## src/rtl/alarm_buzzer_ctrl.sv

```systemverilog
// Alarm comparator, ring/snooze/stop state machine and gated buzzer tone.
// Optional snooze support is built when ALARM_SNOOZE_EN is defined.
module alarm_buzzer_ctrl #(
   parameter int TONE_DIV    = 25000,
   parameter int RING_SECS   = 30,
   parameter int SNOOZE_SECS = 60
) (
   input  logic        CLK,
   input  logic        rst,
   input  logic        tick_1s,
   input  logic [15:0] time_bcd,
   input  logic [15:0] alarm_bcd,
   input  logic        alarm_en,
   input  logic        stop_btn,
   input  logic        snooze_btn,
   output logic        BUZZER,
   output logic        alarm_active,
   output logic [1:0]  state
);

   localparam int TW = $clog2(TONE_DIV + 1);
   localparam int RW = $clog2(RING_SECS + 1);
   localparam logic [TW-1:0] TONE_LAST = TW'(TONE_DIV - 1);
   localparam logic [RW-1:0] RING_LAST = RW'(RING_SECS - 1);

   typedef enum logic [1:0] {
      IDLE   = 2'b00,
      RING   = 2'b01,
      SNOOZE = 2'b10
   } state_t;

   state_t        st;
   logic [TW-1:0] tone_cnt;
   logic [RW-1:0] ring_cnt;
   logic          tone;
   logic          gate;
   logic          stop_q;
   logic          stop_edge;
   logic          digits_ok;
   logic          match;

`ifdef ALARM_SNOOZE_EN
   localparam int SW = $clog2(SNOOZE_SECS + 1);
   localparam logic [SW-1:0] SNOOZE_LAST = SW'(SNOOZE_SECS - 1);
   logic          snooze_q;
   logic          snooze_edge;
   logic [SW-1:0] snooze_cnt;
   assign snooze_edge = snooze_btn & ~snooze_q;
`else
   // Snooze pin is kept for board compatibility but has no effect here.
   logic unused_snooze;
   assign unused_snooze = snooze_btn & (SNOOZE_SECS >= 1);
`endif

   assign stop_edge = stop_btn & ~stop_q;
   assign digits_ok = (alarm_bcd[3:0] <= 4'd9) && (alarm_bcd[7:4] <= 4'd5) &&
                      (alarm_bcd[11:8] <= 4'd9) && (alarm_bcd[15:12] <= 4'd5);
   assign match     = alarm_en && (time_bcd == alarm_bcd) && digits_ok;

   assign state        = st;
   assign alarm_active = (st != IDLE);
   assign BUZZER       = tone & gate & (st == RING);

   always_ff @(posedge CLK) begin
      if (!rst) begin
         st       <= IDLE;
         tone_cnt <= '0;
         ring_cnt <= '0;
         tone     <= 1'b0;
         gate     <= 1'b0;
         stop_q   <= 1'b0;
`ifdef ALARM_SNOOZE_EN
         snooze_q   <= 1'b0;
         snooze_cnt <= '0;
`endif
      end else begin
         stop_q <= stop_btn;
`ifdef ALARM_SNOOZE_EN
         snooze_q <= snooze_btn;
`endif
         if (!alarm_en) begin
            st <= IDLE;
         end else if (stop_edge && st != IDLE) begin
            st <= IDLE;
`ifdef ALARM_SNOOZE_EN
         end else if (snooze_edge && st == RING) begin
            st         <= SNOOZE;
            snooze_cnt <= '0;
`endif
         end else begin
            case (st)
               RING: begin
                  if (tone_cnt == TONE_LAST) begin
                     tone_cnt <= '0;
                     tone     <= ~tone;
                  end else begin
                     tone_cnt <= tone_cnt + 1'b1;
                  end
                  // The tick that completes the ring period ends it instead of toggling the gate.
                  if (tick_1s) begin
                     ring_cnt <= ring_cnt + 1'b1;
                     if (ring_cnt == RING_LAST) st <= IDLE;
                     else                       gate <= ~gate;
                  end
               end
               SNOOZE: begin
`ifdef ALARM_SNOOZE_EN
                  if (tick_1s) begin
                     snooze_cnt <= snooze_cnt + 1'b1;
                     if (snooze_cnt == SNOOZE_LAST) begin
                        st       <= RING;
                        ring_cnt <= '0;
                        tone_cnt <= '0;
                        tone     <= 1'b1;
                        gate     <= 1'b1;
                     end
                  end
`else
                  st <= IDLE;
`endif
               end
               default: begin
                  if (tick_1s && match) begin
                     st       <= RING;
                     ring_cnt <= '0;
                     tone_cnt <= '0;
                     tone     <= 1'b1;
                     gate     <= 1'b1;
                  end
               end
            endcase
         end
      end
   end

endmodule

```

## config.mk

```make
export PLATFORM = sky130hd
export DESIGN_NAME = alarm_buzzer_ctrl
export DESIGN_NICKNAME = d
export VERILOG_FILES = /design/src/rtl/alarm_buzzer_ctrl.sv
export SDC_FILE = /design/constraint.sdc
export NUM_CORES = 1
export LEC_CHECK = 0
export CAP_MARGIN = 20
export CORE_UTILIZATION = 48
export DETAILED_ROUTE_END_ITERATION = 10
export MAX_ROUTING_LAYER = met4
export PLACE_DENSITY_LB_ADDON = 0.05
export SLEW_MARGIN = 20
export SYNTH_ARGS = -nofsm -noshare
export SYNTH_HDL_FRONTEND = slang
export SYNTH_SLANG_ARGS = --single-unit
```

## constraint.sdc

```tcl
create_clock -name CLK -period 2.4 [get_ports CLK]
set_input_delay 0.48 -clock CLK [delete_from_list [all_inputs] [get_ports CLK]]
set_output_delay 0.48 -clock CLK [all_outputs]
set_load 0.005 [all_outputs]
```

Yosys cells after proc, flatten, opt, wreduce, memory -nomap -nowiden
Cells that the tools add are included.

Add/subtract/negate cells: 2. Bitwise gates (word level): 10. Eq/ne operators: 9. Muxes and demuxes: 16. Reduce and logical (&&, ||, !) cells: 16. $lt $le $gt $ge: 4.

Operators with widths (count): 2-to-1 mux 15 bit (2); case mux 15 bit (2 select lines) (1); equality test 16 bit (1); adder 15 x 1 -> 15 bit, second input constant (1); equality test 15 bit, second input constant (1); 2-to-1 mux 5 bit (2); case mux 5 bit (2 select lines) (1); AND reduction 5 bit (2); <= comparator 4 x 3 -> 1 bit, second input constant (2); <= comparator 4 bit, second input constant (2); logical AND 1 bit (7); NOT 1 bit (7); 2-to-1 mux 2 bit (3); AND reduction 6 bit (1); adder 5 x 1 -> 5 bit, second input constant (1); equality test 5 bit, second input constant (1); 2-to-1 mux 1 bit (4); inequality test 2 x 1 -> 1 bit, second input constant (2); inequality test 2 bit, second input constant (2); case mux 1 bit (2 select lines) (2); case mux 2 bit (2 select lines) (1); AND reduction 4 bit (1); nonzero test 2 bit (2); bitwise AND 1 bit (3); 5 further kinds (5).

Word-level logic and storage cells: 63. Output and inout port bits: 4. Register bits after elaboration: 25. Input bits: 38.

Logic depth before layout (Yosys ltp)
Word-level depth: 8. Gate-level depth with buffers: 9. Mapped depth without buffers: 7.

Worst setup path before layout
OpenSTA, ideal clock, no wires.

Kind: input-to-reg. Start point: input port alarm_bcd[11]. End point: register tone_cnt[5]. Stages: 7. Buffers on the path: 1. Data arrival time: 1895 ps. Data required time: 2316 ps. Setup time: 84 ps. Setup slack: 421 ps. Cell sequence: xnor2_1 o2111ai_1 nor4_2 a21oi_1 or3_4 buf_6 o31ai_2.

Longest elaborated chain between the ends: 7. Elaborated cells between the ends (all ways): 9. Those cells by class: 1 x order compare; 1 x eq/ne; 7 x reduce/logical.

RTL lines: start, declared (line 12) `input logic [15:0] alarm_bcd,`; <= comparator 4 bit (line 57) `(alarm_bcd[11:8] <= 4'd9) && (alarm_bcd[15:12] <= 4'd5);`; logical AND 1 bit (line 56) `assign digits_ok = (alarm_bcd[3:0] <= 4'd9) && (alarm_bcd[7:4] <= 4'd5) &&`; logical AND 1 bit (line 57); logical AND 1 bit * (line 58) `assign match = alarm_en && (time_bcd == alarm_bcd) && digits_ok;`; logical AND 1 bit * (line 123) `if (tick_1s && match) begin`; nonzero test 2 bit (no source line) *; AND reduction 4 bit (no source line) *; end signal, assigned (line 97) `tone_cnt <= tone_cnt + 1'b1;`; end, declared (line 33) `logic [TW-1:0] tone_cnt;`.

Mark *: on every way between the ends. The rest lies on a longest branch, timed or not. A chain may end at the register's enable or synchronous reset.

Final worst setup path
Start point: input port alarm_bcd[11]. End point: register tone_cnt[6].

The elaborated chain is that of the path after synthesis.

==> run_results.csv <==
group,metric,value,unit
status,outcome,"complete, no violations",
clock_network,cts_root_buf,"sky130_fd_sc_hd__clkbuf_4",
floorplan,die-area,0.00343,sq mm
synth,post_synthesis_cell_count,185,
clock_network,cts_tree,"done",
global_route,met3_resource_use_gr,0.0462,
global_route,grt_max_degree,24,
timing,hold-worst-slack,0.480,ns
worst_setup_path,reg2reg_setup_slack,0.38,ns
worst_setup_path,r2r_cells,7,
finish,design_area,0.00202,sq mm
worst_setup_path,critical_path_end_type,"flip-flop",
place,placed_instances,265,
place,gpl.final_weighted_congestion,0.792,
global_route,grt_use_met2,0.432,
timing,setup_viol_count_final,0,
floorplan,die_width,58.6,um
worst_setup_path,cpPeakStageDelay,0.52,ns
power_and_ir_drop,power.leakage,0.663,nW
global_route,grt_use_met1,0.254,
global_route,via_count_of_the_first_global_routing_pass,1449,
worst_setup_path,worst-path-max-fanout,12,
worst_setup_path,timing.critical_path.cells,"clkdlybuf4s50_1 > xnor2_1 > o2111ai_1 > nor4_2 > a21oi_1 > or3_4 > o41ai_1",
flow_run,cap_violations,0,
worst_hold_path,min_from,"gate",
global_route,grt_pass1_wl,6100,um
synth,seq_area_frac_synth,0.313,
worst_setup_path,sum_of_buffers_and_inverters_on_the_critical_path,1,
global_route,grt.busiest_layer,"met2",
worst_setup_path,critical_path.reg2reg.endpoint,"tone_cnt[14]",
timing,min_setup_slack_post_route,0.154,ns
finish,diodes,0,
finish,syn2layout_area_growth,31.8,%
route,route.detailed.wl_per_inst,13.4,um
worst_hold_path,timing.hold.worst_path_depth,2,
synth,ys_warnings,0,
clock_network,clk-insertion-delay-late,0.32,ns
timing,finalHoldViolCount,0,
timing,grt_setup_unrepaired,"false",
clock_network,number_of_sinks_driven_by_the_clock_tree,24,
timing,fmax,0.445,GHz
route,dr_total_vias,1522,
worst_setup_path,critPathRequiredTime,2.63,ns
floorplan,fp.dieH,58.6,um
floorplan,floorplan.core_area,0.00305,sq mm
synth,post_synthesis_instance_area,0.00154,sq mm
route,drcViolationCount,0,
place,dp.final_hpwl,2800,um
worst_setup_path,setup.worst_path.class,"in2reg",
global_route,gr-total-overflow,0,
place,numPortBuffers,39,
finish,layout.cells.non_filler,269,
finish,fin_nets,267,
synth,synth_fp_nets,226,
global_route,grt_antenna_before_repair,0,
place,dpl_worst_slack,-0.189,ns
power_and_ir_drop,vdd.ir_drop.worst,257,uV
route,avgViaCountPerCell,5.66,
clock_network,hold_buf_cts,0,
finish,fin_util,0.663,
timing,clock-skew-final,0.00585,ns
power_and_ir_drop,pwrdens,403,mW/mm^2
worst_hold_path,hp-class,"reg2reg",
synth,synth.ff_latch_count,24,
clock_network,post_cts_resize_count,0,
clock_network,h-tree-depth,1,
worst_setup_path,start_kind,"primary input",
worst_hold_path,holdPathEnd,"gate",
worst_setup_path,timing.critical_path.max_delay_family,"simple AND/OR/NAND/NOR gates",
route,pre_antenna_drt_iters,4,
timing,finalCriticalPeriod,2.25,ns
synth,yosys.cell_types.count,45,
worst_setup_path,cp_data_arrival_time,2.47,ns
global_route,grtUsageTotal,0.237,
floorplan,num_io_pins,42,
synth,syn_avg_cell_area,8.31,sq um
synth,post_synth_main_area_contributors,"sky130_fd_sc_hd__dfxtp_1 31%, sky130_fd_sc_hd__xnor2_1 8.6%, sky130_fd_sc_hd__o31ai_2 4.9%, sky130_fd_sc_hd__nand2_1 4.4%, sky130_fd_sc_hd__o211ai_1 4.4%",
clock_network,cts_inserted_buffers,3,
clock_network,clockBufferDepth,2,
worst_setup_path,worst_path_max_delay_cell,"sky130_fd_sc_hd__clkdlybuf4s50_1",
clock_network,cts.repair_timing.setup_buffer_count,0,
finish,drive_gt1_frac,0.102,
route,first_iter_violations,152,
floorplan,floorplan.rows,20,
place,placement.cell_area,0.00197,sq mm
route,routed_wirelength,3600,um
worst_setup_path,critical_path.reg2reg.startpoint,"tone_cnt[0]",
clock_network,cts.clk_slew.worst_paths,0.14,ns
synth,synth.largest_area_cell,"sky130_fd_sc_hd__dfxtp_1",
floorplan,starting_density,0.503,
timing,final_min_period_over_clock_period,0.936,
synth,synth_largest_type_area_fraction,0.313,
route,antenna_left,0,
timing,finalMaxSlewViolations,0,
metrics by stage:
stage                     TNS [ns]  power (mW)
after floorplan                  0       0.447
after global placement      -0.797       0.518
after detailed placement     -1.25       0.522
after CTS                        0       0.817
after global routing             0       0.841
final                            0       0.815
final cells by class:
cell class,count,area [sq um]
clock buffer,3,22.5
clock inverter,1,30.0
fill,271,1030
inverter,9,33.8
multi-input combinational,142,960
sequential,24,480
tap,44,55.1
timing repair buffer,46,443
worst max path at each step:
stage / startpoint / end / slack [ns] / depth (start not counted)
2_1_floorplan: alarm_bcd[11] / tone_cnt[5] / 0.42 / 7
3_3_place_gp: alarm_bcd[11] / tone_cnt[6] / -0.11 / 7
3_5_place_dp: alarm_bcd[11] / tone_cnt[6] / -0.19 / 7
4_1_cts: alarm_bcd[11] / tone_cnt[6] / 0.15 / 7
5_1_grt: alarm_bcd[11] / tone_cnt[6] / 0.04 / 7
6_report: alarm_bcd[11] / tone_cnt[6] / 0.15 / 7
placed cells by master (no fill, tap or decap), types with 3 or more instances in the layout:
master,Yosys,layout
sky130_fd_sc_hd__clkdlybuf4s50_1,0,39
sky130_fd_sc_hd__dfxtp_1,24,24
sky130_fd_sc_hd__nand2_1,18,18
sky130_fd_sc_hd__xnor2_1,15,15
sky130_fd_sc_hd__nor2_1,14,14
sky130_fd_sc_hd__nand3_1,12,12
sky130_fd_sc_hd__o211ai_1,9,9
sky130_fd_sc_hd__inv_1,8,8
sky130_fd_sc_hd__buf_4,2,7
sky130_fd_sc_hd__a31oi_1,6,6
sky130_fd_sc_hd__a21oi_1,6,6
sky130_fd_sc_hd__o31ai_2,6,6
sky130_fd_sc_hd__nand4_1,5,5
sky130_fd_sc_hd__and3_1,4,4
sky130_fd_sc_hd__o21ai_0,4,4
sky130_fd_sc_hd__nand2b_1,3,3
sky130_fd_sc_hd__a211oi_1,3,3
sky130_fd_sc_hd__o22ai_1,3,3
sky130_fd_sc_hd__nor2b_1,3,3
sky130_fd_sc_hd__o31ai_1,3,3
sky130_fd_sc_hd__ha_1,3,3
sky130_fd_sc_hd__clkbuf_4,0,3
flip-flops by register name, summed over array words and instances (netlist names):
register and count:
tone 1, stop_q 1, ring_cnt 5, tone_cnt 15, gate 1, state 1
worst min-delay path: stages, from the launching register on:
cell,delay [ns]
sky130_fd_sc_hd__dfxtp_1,0.35
sky130_fd_sc_hd__nand2_1,0.06
sky130_fd_sc_hd__o2bb2ai_1,0.05
metal layers:
layer / share of wire / up-vias
li1: - / 764
met1: 0.41 / 710
met2: 0.55 / 44
met3: 0.038 / 4
met4: 0.0081 / 0
met5: 0 / -
power breakdown:
part / switching (mW) / leakage [nW] / total (mW) / internal [mW]
registers: 0.000136 / 0.193 / 0.400 / 0.399
logic: 0.0385 / 0.442 / 0.113 / 0.0743
clock network: 0.134 / 0.0279 / 0.303 / 0.169
total: 0.173 / 0.663 / 0.815 / 0.643
cell usage after synthesis, drive strengths merged:
cell     number
buf           6
nor2         14
nand4         5
a21oi         6
o211ai        9
o21ai         5
a211oi        3
nor4bb        2
ha            3
dfxtp        24
or4           1
a31oi         6
o221a         1
o32ai         2
and2          2
o311ai        2
nand2        18
nand3        12
o31ai         9
inv           9
clkbuf        4
o22ai         3
and4          1
xnor2        15
nand2b        3
o2bb2ai       1
o41ai         2
or3           3
nor3          2
a22oi         1
conb          1
nor4          2
o2111ai       1
and3          4
nor2b         3
cells by family after synthesis:
family	count (synthesis)	share of synthesized area
simple gates	72	0.248
compound gates	51	0.265
flops	24	0.313
buf+inv	19	0.0627
xor+xnor	15	0.0855
fa+ha+maj	3	0.0244
other cells	1	0.00244
No activity file was read; power rests on OpenSTA's default activity.
